## config.mk

```make
export PLATFORM = sky130hd
export DESIGN_NAME = conv2d_pw_stream
export DESIGN_NICKNAME = d
export VERILOG_FILES = /design/src/rtl/conv_pkg.sv /design/src/rtl/pw_mac_lane.sv /design/src/rtl/conv2d_pw_stream.sv
export SDC_FILE = /design/constraint.sdc
export NUM_CORES = 2
export LEC_CHECK = 0
export ABC_AREA = 1
export BUFFER_PORTS_ARGS = -buffer_cell sky130_fd_sc_hd__buf_4
export CORE_MARGIN = 8
export CORE_UTILIZATION = 39
export CTS_CLUSTER_DIAMETER = 30
export DETAILED_ROUTE_END_ITERATION = 6
export GPL_ROUTABILITY_DRIVEN = 0
export HOLD_SLACK_MARGIN = 0.03
export MAX_ROUTING_LAYER = met4
export SLEW_MARGIN = 20
export SYNTH_ARGS = -nofsm -noshare
export SYNTH_HDL_FRONTEND = slang
export SYNTH_SLANG_ARGS = --single-unit
```

## constraint.sdc

```tcl
create_clock -name clk -period 8.5 [get_ports clk]
set_input_delay 1.275 -clock clk [delete_from_list [all_inputs] [get_ports clk]]
set_output_delay 1.275 -clock clk [all_outputs]
set_load 0.01 [all_outputs]
```

## src/rtl/conv_pkg.sv

```systemverilog
// Shared types and helpers for the point-wise convolution stream engine:
// FSM state encoding, width derivations and signed saturation.
package conv_pkg;

  typedef enum logic [1:0] {
    IDLE = 2'd0,
    MAC  = 2'd1,
    ACT  = 2'd2,
    OUT  = 2'd3
  } state_t;

  // Ceiling log2; clog2(1) = 0.
  function automatic int clog2(input int value);
    int r;
    r = 0;
    for (int i = 0; i < 31; i++) begin
      if ((1 << i) < value) r = i + 1;
    end
    return r;
  endfunction

  function automatic int out_width(input int bw, input int dbl);
    return bw * (dbl + 1);
  endfunction

  // Full-precision accumulator: product width plus growth for IN_CHANNEL
  // terms plus one guard bit, so the running sum can never overflow.
  function automatic int acc_width(input int bw, input int in_ch);
    return 2 * bw + clog2(in_ch) + 1;
  endfunction

  // Clamp a signed value into the signed range of the given width.
  function automatic logic signed [63:0] sat_signed(input logic signed [63:0] value,
                                                   input int width);
    logic signed [63:0] hi;
    logic signed [63:0] lo;
    hi = (64'sd1 <<< (width - 1)) - 64'sd1;
    lo = -(64'sd1 <<< (width - 1));
    if (value > hi) return hi;
    if (value < lo) return lo;
    return value;
  endfunction

endpackage

```

## src/rtl/pw_mac_lane.sv

```systemverilog
// One output channel of the point-wise convolution: signed MAC accumulator,
// saturation to the output width and optional ReLU / clamp activation.
module pw_mac_lane
  import conv_pkg::*;
#(
  parameter int BITWIDTH           = 8,
  parameter int OUT_W              = 16,
  parameter int ACC_W              = 19,
  parameter int USING_ACTIVATION   = 1,
  parameter int ACTIVATION_IS_RELU = 1,
  parameter int ACTIVATION_MAX_VAL = 6
) (
  input  logic                clk,
  input  logic                rst,
  input  logic                init,
  input  logic [ACC_W-1:0]    init_val,
  input  logic                mac_en,
  input  logic [BITWIDTH-1:0] px,
  input  logic [BITWIDTH-1:0] weight,
  input  logic                act_en,
  output logic [OUT_W-1:0]    result
);

  localparam logic signed [OUT_W-1:0] MAX_VAL = OUT_W'(ACTIVATION_MAX_VAL);

  logic signed [ACC_W-1:0]      acc;
  logic signed [2*BITWIDTH-1:0] prod;
  logic signed [OUT_W-1:0]      sat_val;
  logic signed [OUT_W-1:0]      act_val;

  assign prod    = $signed(px) * $signed(weight);
  assign sat_val = OUT_W'(sat_signed(64'(acc), OUT_W));

  // Accumulator: seeded on pixel accept, one product added per MAC cycle.
  always_ff @(posedge clk) begin
    // NOTE: clocked state uses non-blocking (<=) so every register samples
    // pre-edge values; blocking here would create order-dependent races.
    if (rst) begin
      acc <= '0;
    end else if (init) begin
      acc <= $signed(init_val);
    end else if (mac_en) begin
      acc <= acc + ACC_W'(prod);
    end
  end

  // Activation on the saturated sum.
  always_comb begin
    // NOTE: default assignment first so no path leaves act_val unassigned,
    // which would otherwise infer a latch.
    act_val = sat_val;
    if (USING_ACTIVATION != 0) begin
      if (sat_val[OUT_W-1]) begin
        act_val = '0;
      end else if (ACTIVATION_IS_RELU == 0 && sat_val > MAX_VAL) begin
        act_val = MAX_VAL;
      end
    end
  end

  // Output register, loaded once per pixel in the ACT state.
  always_ff @(posedge clk) begin
    if (rst) begin
      result <= '0;
    end else if (act_en) begin
      result <= act_val;
    end
  end

endmodule

```

## src/rtl/conv2d_pw_stream.sv

```systemverilog
// Streaming 1x1 (point-wise) convolution: OUT_CHANNEL MAC lanes in parallel,
// iterating serially over IN_CHANNEL inputs. Weights live in an internal
// register file written through w_wr_*.
// Optional bias: define CONV2D_PW_BIAS_EN to map bias[oc] at address
// IN_CHANNEL*OUT_CHANNEL+oc and seed each accumulator with it.
module conv2d_pw_stream
  import conv_pkg::*;
#(
  parameter int BITWIDTH                 = 8,
  parameter int IS_BITWIDTH_DOUBLE_SCALE = 1,
  parameter int IN_CHANNEL               = 4,
  parameter int OUT_CHANNEL              = 8,
  parameter int USING_ACTIVATION         = 1,
  parameter int ACTIVATION_IS_RELU       = 1,
  parameter int ACTIVATION_MAX_VAL       = 6,
  localparam int OUT_W = out_width(BITWIDTH, IS_BITWIDTH_DOUBLE_SCALE),
  localparam int AW    = clog2(IN_CHANNEL * OUT_CHANNEL + OUT_CHANNEL)
) (
  input  logic                           clk,
  input  logic                           rst,
  input  logic                           w_wr_en,
  input  logic [AW-1:0]                  w_wr_addr,
  input  logic [BITWIDTH-1:0]            w_wr_data,
  output logic                           w_wr_drop,
  input  logic                           in_valid,
  output logic                           in_ready,
  input  logic [IN_CHANNEL*BITWIDTH-1:0] in_pixel,
  output logic                           out_valid,
  input  logic                           out_ready,
  output logic [OUT_CHANNEL*OUT_W-1:0]   out_pixel,
  output logic                           busy
);

  localparam int ACC_W = acc_width(BITWIDTH, IN_CHANNEL);
  localparam int NW    = IN_CHANNEL * OUT_CHANNEL;
  localparam int ICW   = (IN_CHANNEL > 1) ? clog2(IN_CHANNEL) : 1;
`ifdef CONV2D_PW_BIAS_EN
  localparam int N_MAPPED = NW + OUT_CHANNEL;
`else
  localparam int N_MAPPED = NW;
`endif

  state_t              state;
  logic [ICW-1:0]      ic;
  logic [BITWIDTH-1:0] px_reg [IN_CHANNEL];
  logic [BITWIDTH-1:0] weight [OUT_CHANNEL][IN_CHANNEL];
  logic                accept;
  logic                wr_ok;
  logic                last_ic;

  assign in_ready = (state == IDLE) || (state == OUT && out_ready);
  assign accept   = in_valid && in_ready;
  assign wr_ok    = w_wr_en && (state == IDLE) && (int'(w_wr_addr) < N_MAPPED);
  assign last_ic  = (ic == ICW'(IN_CHANNEL - 1));
  assign busy     = (state != IDLE);

  // Weight register file; writes commit at the edge, ahead of the first MAC.
  always_ff @(posedge clk) begin
    // NOTE: coefficients must read back as zero after reset, so this storage
    // is reset explicitly (it is a flop array, not an inferred RAM).
    if (rst) begin
      for (int oc = 0; oc < OUT_CHANNEL; oc++)
        for (int i = 0; i < IN_CHANNEL; i++) weight[oc][i] <= '0;
    end else if (wr_ok) begin
      for (int oc = 0; oc < OUT_CHANNEL; oc++)
        for (int i = 0; i < IN_CHANNEL; i++)
          if (w_wr_addr == AW'(oc * IN_CHANNEL + i)) weight[oc][i] <= w_wr_data;
    end
  end

`ifdef CONV2D_PW_BIAS_EN
  logic [BITWIDTH-1:0] bias [OUT_CHANNEL];

  // Bias registers, mapped directly above the weight block.
  always_ff @(posedge clk) begin
    if (rst) begin
      for (int oc = 0; oc < OUT_CHANNEL; oc++) bias[oc] <= '0;
    end else if (wr_ok) begin
      for (int oc = 0; oc < OUT_CHANNEL; oc++)
        if (w_wr_addr == AW'(NW + oc)) bias[oc] <= w_wr_data;
    end
  end
`endif

  // Dropped-write pulse: busy engine or unmapped address.
  always_ff @(posedge clk) begin
    if (rst) begin
      w_wr_drop <= 1'b0;
    end else begin
      w_wr_drop <= w_wr_en && !wr_ok;
    end
  end

  // Control FSM: input capture, channel counter and output handshake.
  always_ff @(posedge clk) begin
    if (rst) begin
      state     <= IDLE;
      ic        <= '0;
      out_valid <= 1'b0;
      for (int i = 0; i < IN_CHANNEL; i++) px_reg[i] <= '0;
    end else begin
      if (accept) begin
        for (int i = 0; i < IN_CHANNEL; i++) px_reg[i] <= in_pixel[i*BITWIDTH +: BITWIDTH];
      end
      case (state)
        IDLE: begin
          if (accept) begin
            ic    <= '0;
            state <= MAC;
          end
        end
        MAC: begin
          if (last_ic) begin
            ic    <= '0;
            state <= ACT;
          end else begin
            ic <= ic + ICW'(1);
          end
        end
        ACT: begin
          out_valid <= 1'b1;
          state     <= OUT;
        end
        OUT: begin
          if (out_ready) begin
            out_valid <= 1'b0;
            if (in_valid) begin
              ic    <= '0;
              state <= MAC;
            end else begin
              state <= IDLE;
            end
          end
        end
        default: state <= IDLE;
      endcase
    end
  end

  for (genvar oc = 0; oc < OUT_CHANNEL; oc++) begin : g_lane
    logic [ACC_W-1:0] init_val;
`ifdef CONV2D_PW_BIAS_EN
    assign init_val = ACC_W'($signed(bias[oc]));
`else
    assign init_val = '0;
`endif

    pw_mac_lane #(
      .BITWIDTH          (BITWIDTH),
      .OUT_W             (OUT_W),
      .ACC_W             (ACC_W),
      .USING_ACTIVATION  (USING_ACTIVATION),
      .ACTIVATION_IS_RELU(ACTIVATION_IS_RELU),
      .ACTIVATION_MAX_VAL(ACTIVATION_MAX_VAL)
    ) u_lane (
      .clk     (clk),
      .rst     (rst),
      .init    (accept),
      .init_val(init_val),
      .mac_en  (state == MAC),
      .px      (px_reg[ic]),
      .weight  (weight[oc][ic]),
      .act_en  (state == ACT),
      .result  (out_pixel[oc*OUT_W +: OUT_W])
    );
  end

endmodule

```

Yosys cells after proc, flatten, opt, wreduce, memory -nomap -nowiden
Memories as Yosys holds them, arrays and structs flattened. A register that Yosys moved wholly into a read port is not among the register bits.
Index checks and enable logic that the tools add are counted.
{ "classes": {"add_sub_neg": 9, "mul": 8, "magnitude_cmp": 18, "eq_ne": 39, "muxes": 271, "bitwise": 37, "reduce_logical": 16} }
{ "ops": {"columns": ["operator", "n"], "rows": [
  ["$mux W16", 32],
  ["$mux W8", 52],
  ["$mux W1", 159],
  ["$add A19 B16 Y19", 8],
  ["$gt A19 B16 Y1 const B", 8],
  ["$lt A19 B16 Y1 const B", 8],
  ["$bmux W8 S2", 8],
  ["$mul A8 B8 Y16", 8],
  ["$mux W15", 8],
  ["$eq A6 B5 Y1 const B", 16],
  ["$eq A6 B4 Y1 const B", 8],
  ["$or A1 B1 Y1", 36],
  ["$eq A6 B3 Y1 const B", 4],
  ["$mux W2", 9],
  ["$eq A6 B2 Y1 const B", 2],
  ["$ne A2 B2 Y1 const B", 4],
  ["$pmux W2 S4", 1],
  ["$eq A2 B2 Y1 const B", 3],
  ["$eq A6 B1 Y1 const B", 1],
  ["$logic_not A6 Y1", 1],
  ["$lt A6 B6 Y1 const B", 1],
  ["$pmux W2 S3", 1],
  ["$logic_and A1 B1 Y1", 5],
  ["$reduce_and A4 Y1", 1],
  ["other kinds (13)", 14]
]} }
{ "word_totals": {"register_bits": 286, "mem_bits_rw": 288, "word_cells": 420, "n_memories": 2} }
{ "memory_table": {"columns": ["memory", "words", "width", "read_ports", "rd_ports_with_merged_regs", "wr", "line", "source"], "rows": [
  ["weight", 8, 32, 8, 0, 8, "conv2d_pw_stream.sv:46", "logic [BITWIDTH-1:0] weight [OUT_CHANNEL][IN_CHANNEL];"],
  ["px_reg", 4, 8, 1, 1, 4, "conv2d_pw_stream.sv:45", "logic [BITWIDTH-1:0] px_reg [IN_CHANNEL];"]
]} }

Longest topological paths before layout
{ "depth": {"word_depth": 8, "mapped_depth": 30, "depth_no_buf": 27} }

Modules after synthesis
A second synthesis with hierarchy kept.
{ "hier_totals": {"hier_cells": 6457, "area_unflattened_um2": 53378.7} }
{ "by_module_without_submodules": {"columns": ["module", "instances", "cells_each", "area_each_um2"], "rows": [
  ["conv2d_pw_stream", 1, 1100, 12378.1],
  ["pw_mac_lane at g_lane[3].u_lane ...", 2, 691, 5200.0],
  ["pw_mac_lane at g_lane[6].u_lane ...", 2, 661, 5139.9],
  ["pw_mac_lane at g_lane[0].u_lane ...", 2, 665, 5076.1],
  ["pw_mac_lane at g_lane[5].u_lane", 1, 667, 5084.9],
  ["pw_mac_lane at g_lane[2].u_lane", 1, 656, 5083.6]
]} }

Worst setup path before layout
Ideal clock, no wire load.
{ "synth_timing": {"path_type": "reg-to-reg", "startpoint": "reg ic[0]", "endpoint": "reg g_lane[5].u_lane.acc[18]", "setup_time_ns": 0.109, "arrival_ns": 5.616, "setup_slack_ns": 2.775, "path_stages_with_launch": 27, "path_buffers": 2, "cell_sequence": "dfxtp_1 inv_2 buf_4 buf_2 nand2_1 a32oi_2 inv_2 nor2_1 inv_1 fa_1 inv_1 fa_1 fa_1 fa_1 fa_1 ha_1 nand2_1 nor2_1 nand2_1 nand3_1 nand2_1 nand2_1 inv_1 nand2_1 nand3_1 nand2_1 inv_1"} }
{ "synth_between": {"elab_chain_len": 6} }
{ "synth_lines": {"columns": ["item", "line", "source"], "rows": [
  ["start: declaration", "conv2d_pw_stream.sv:44", "logic [ICW-1:0] ic;"],
  ["start signal: assignment", "conv2d_pw_stream.sv:117", "ic <= ic + ICW'(1);"],
  ["$not A2 Y3 (implied by the code)", "conv2d_pw_stream.sv:162", ".weight (weight[oc][ic]),"],
  ["$bmux W8 S2", "conv2d_pw_stream.sv:162", null],
  ["$mux W8 (implied by the code) (2 in a row)", "conv2d_pw_stream.sv:162", null],
  ["$mul A8 B8 Y16", "pw_mac_lane.sv:31", "assign prod = $signed(px) * $signed(weight);"],
  ["$add A19 B16 Y19", "pw_mac_lane.sv:43", "acc <= acc + ACC_W'(prod);"],
  ["end signal: assignment", "pw_mac_lane.sv:41", "acc <= $signed(init_val);"],
  ["end signal: assignment", "pw_mac_lane.sv:43", null],
  ["end: declaration", "pw_mac_lane.sv:26", "logic signed [ACC_W-1:0] acc;"]
]} }
No other way between the ends. The select of a mux whose other input is x is not followed.
A chain may end at the register's enable or synchronous reset.

==> flow_summary.json <==
{
  "status": "completed",
  "start_kind": "flip-flop",
  "fin_skew_ns": 0.0350,
  "die_w_um": 379,
  "place_hpwl_um": 106000,
  "grt_pass1_vias": 41100,
  "r2r-end": "g_lane[5].u_lane.acc[18]",
  "setup_viol": 0,
  "syn_avg_cell_area_um2": 8.57,
  "coreArea_um2": 131000,
  "reg_top3": "weight x256, g_lane.u_lane.acc x152, g_lane.u_lane.result x120",
  "wl_um": 142000,
  "cts_resized": 0,
  "area_growth_pct": 16.3,
  "yosysTopAreaCellShare": 0.261,
  "r2r_cells": 25,
  "synth_area_leaders": "fa_1 26%, edfxtp_1 17%, dfxtp_1 11%",
  "dp_cells": 7790,
  "worstSkewPairLatency_ns": 0.77,
  "h-tree-depth": 4,
  "post_cts_buffers": 0,
  "pin_count": 183,
  "r2r_slack_ns": 2.00,
  "firstDrtPassIters": 5,
  "syn_area_um2": 51500,
  "cts_tree": "built",
  "die_h_um": 379,
  "setup_tns_ns": 0,
  "dp_slack_ns": 1.86,
  "maxCapViolCount": 0,
  "fin_util": 0.456,
  "finalMaxSlewViolations": 0,
  "path_max_fanout": 19,
  "yosys.area.top_type": "fa_1",
  "largest_reg_flops": 256,
  "cts_root_buf": "clkbuf_16",
  "start_util": 0.392,
  "max_stage_delay_ns": 0.73,
  "ctsHoldBuffers": 0,
  "drc": 0,
  "drive_above_1_share": 0.0986,
  "final_antenna_net_count": 0,
  "max_freq_ghz": 0.154,
  "rows": 133,
  "yosysSeqAreaShare": 0.277,
  "end_kind": "flip-flop",
  "clkTransAtPathRegs_ns": 0.04,
  "clkSinkCount": 568,
  "synth-edff-count": 288,
  "drt_iter0_markers": 2682,
  "timing.final.crit_share": 0.765,
  "arrival_ns": 7.14,
  "viasPerCell": 4.92,
  "synth_flop_cell": "edfxtp_1",
  "ys_warn_count": 0,
  "cp.required_ns": 9.14,
  "antenna_found_initial": 6,
  "async_flop_share": 0,
  "clockBufferDepth": 3,
  "criticalPathCategory": "flip-flop to flip-flop",
  "final_cell_count_no_fill": 8076,
  "portBuffers": 174,
  "synth_cell_types": 41,
  "synth-seq-cells": 568,
  "path_common_cell": "nand2_1",
  "wl_per_cell_um": 17.6,
  "grt_remaining_overflow": 0,
  "numCtsBuffers": 154,
  "fin_nets": 7272,
  "hold_viol": 0,
  "grt_start_max_net_pins": 153,
  "hold_path_class": "flip-flop to flip-flop",
  "dieArea_um2": 144000,
  "synth_cells": 6009,
  "min_period_ns": 6.50,
  "endpoint": "g_lane[5].u_lane.acc[18]",
  "relSlewSlack": 0.285,
  "grt_pass1_wl_um": 227000,
  "gr-usage-all-layers": 0.207,
  "tightest_slew_ns": 1.07,
  "fin_ws_ns": 2.00,
  "top_register": "weight",
  "rsz0062_at_grt": "false",
  "vias": 39700,
  "critPathSlowestCell": "dfxtp_1"
}
synthesized netlist by cell type (5+ instances only):
library cell,number
dfxtp_1,280
a211oi_1,10
xor2_1,60
o21a_1,15
xnor2_1,20
nor2_1,839
edfxtp_1,288
nand4_1,21
clkinv_1,12
ha_1,358
clkbuf_1,99
inv_2,47
fa_1,672
nand2_1,1084
o21bai_1,12
and2_1,8
or2_2,11
inv_1,1140
o21ai_0,190
a32oi_1,28
nand3_1,197
buf_4,26
a32oi_2,40
nor2_2,10
buf_6,7
o21ai_1,8
buf_1,5
a21oi_1,413
buf_2,85
worst min path at each step:
stage	from	to	slack (ns)	depth (start not counted)
after detailed placement	g_lane[3].u_lane.result[6]	g_lane[3].u_lane.result[6]	0.46	2
after floorplan	g_lane[6].u_lane.acc[1]	g_lane[6].u_lane.result[1]	0.44	2
after global routing	g_lane[0].u_lane.result[1]	g_lane[0].u_lane.result[1]	0.49	2
after global placement	g_lane[6].u_lane.acc[1]	g_lane[6].u_lane.result[1]	0.45	2
final	g_lane[3].u_lane.result[6]	g_lane[3].u_lane.result[6]	0.46	2
after CTS	g_lane[3].u_lane.result[6]	g_lane[3].u_lane.result[6]	0.46	2
metal layers:
| layer | wire length (um) | track usage |
|---|---|---|
| met1 | 61700 | 0.263 |
| met2 | 66500 | 0.329 |
| met3 | 9630 | 0.0440 |
| met4 | 4470 | 0.0694 |
| met5 | 0 | - |
metrics by stage:
step,instance area [um2],hold WS (ns)
2_1_floorplan,51500,0.443
3_3_place_gp,54600,0.455
3_5_place_dp,54600,0.458
4_1_cts,59800,0.464
5_1_grt,59900,0.485
6_report,59900,0.461
final cells by class:
class	count	area, um2
diodes	2	5.00
inverters	1200	4520
clock inverters	91	1030
fillers	12600	71400
flip-flops and latches	568	14300
clock buffers	193	4240
multi-input cells	4026	31800
well taps	1755	2200
repair buffers	241	1850
kinds of logic after synthesis:
logic type	count (synthesis)	synth area share
other cells	1	0.0000728
buf+inv	1422	0.109
compound gates	733	0.0862
flops	568	0.277
xor+xnor	80	0.0136
simple gates	2175	0.166
fa+ha+maj	1030	0.348
cells in the final DEF (no fill, tap or decap), types with 21 or more instances in the layout:
cell type / count
inv_1: 1138
nand2_1: 1083
nor2_1: 834
fa_1: 672
a21oi_1: 413
ha_1: 356
edfxtp_1: 288
dfxtp_1: 279
buf_4: 238
nand3_1: 197
o21ai_0: 190
clkbuf_16: 158
xor2_1: 60
inv_2: 45
a32oi_2: 38
clkinv_2: 30
a32oi_1: 27
clkinv_1: 23
nand4_1: 21
critical path, delay by kind of cell, from the launching register on:
kind	cells	cell delay, ns
AOI/OAI and AO/OA	1	0.39
DFF	1	0.73
adders and majority gates	6	2.75
buffers and inverters	7	1.44
and+or+nand+nor	11	1.08
Power is not shown: default switching activity piles up to over one toggle a cycle in this logic, so the estimate is an artifact.
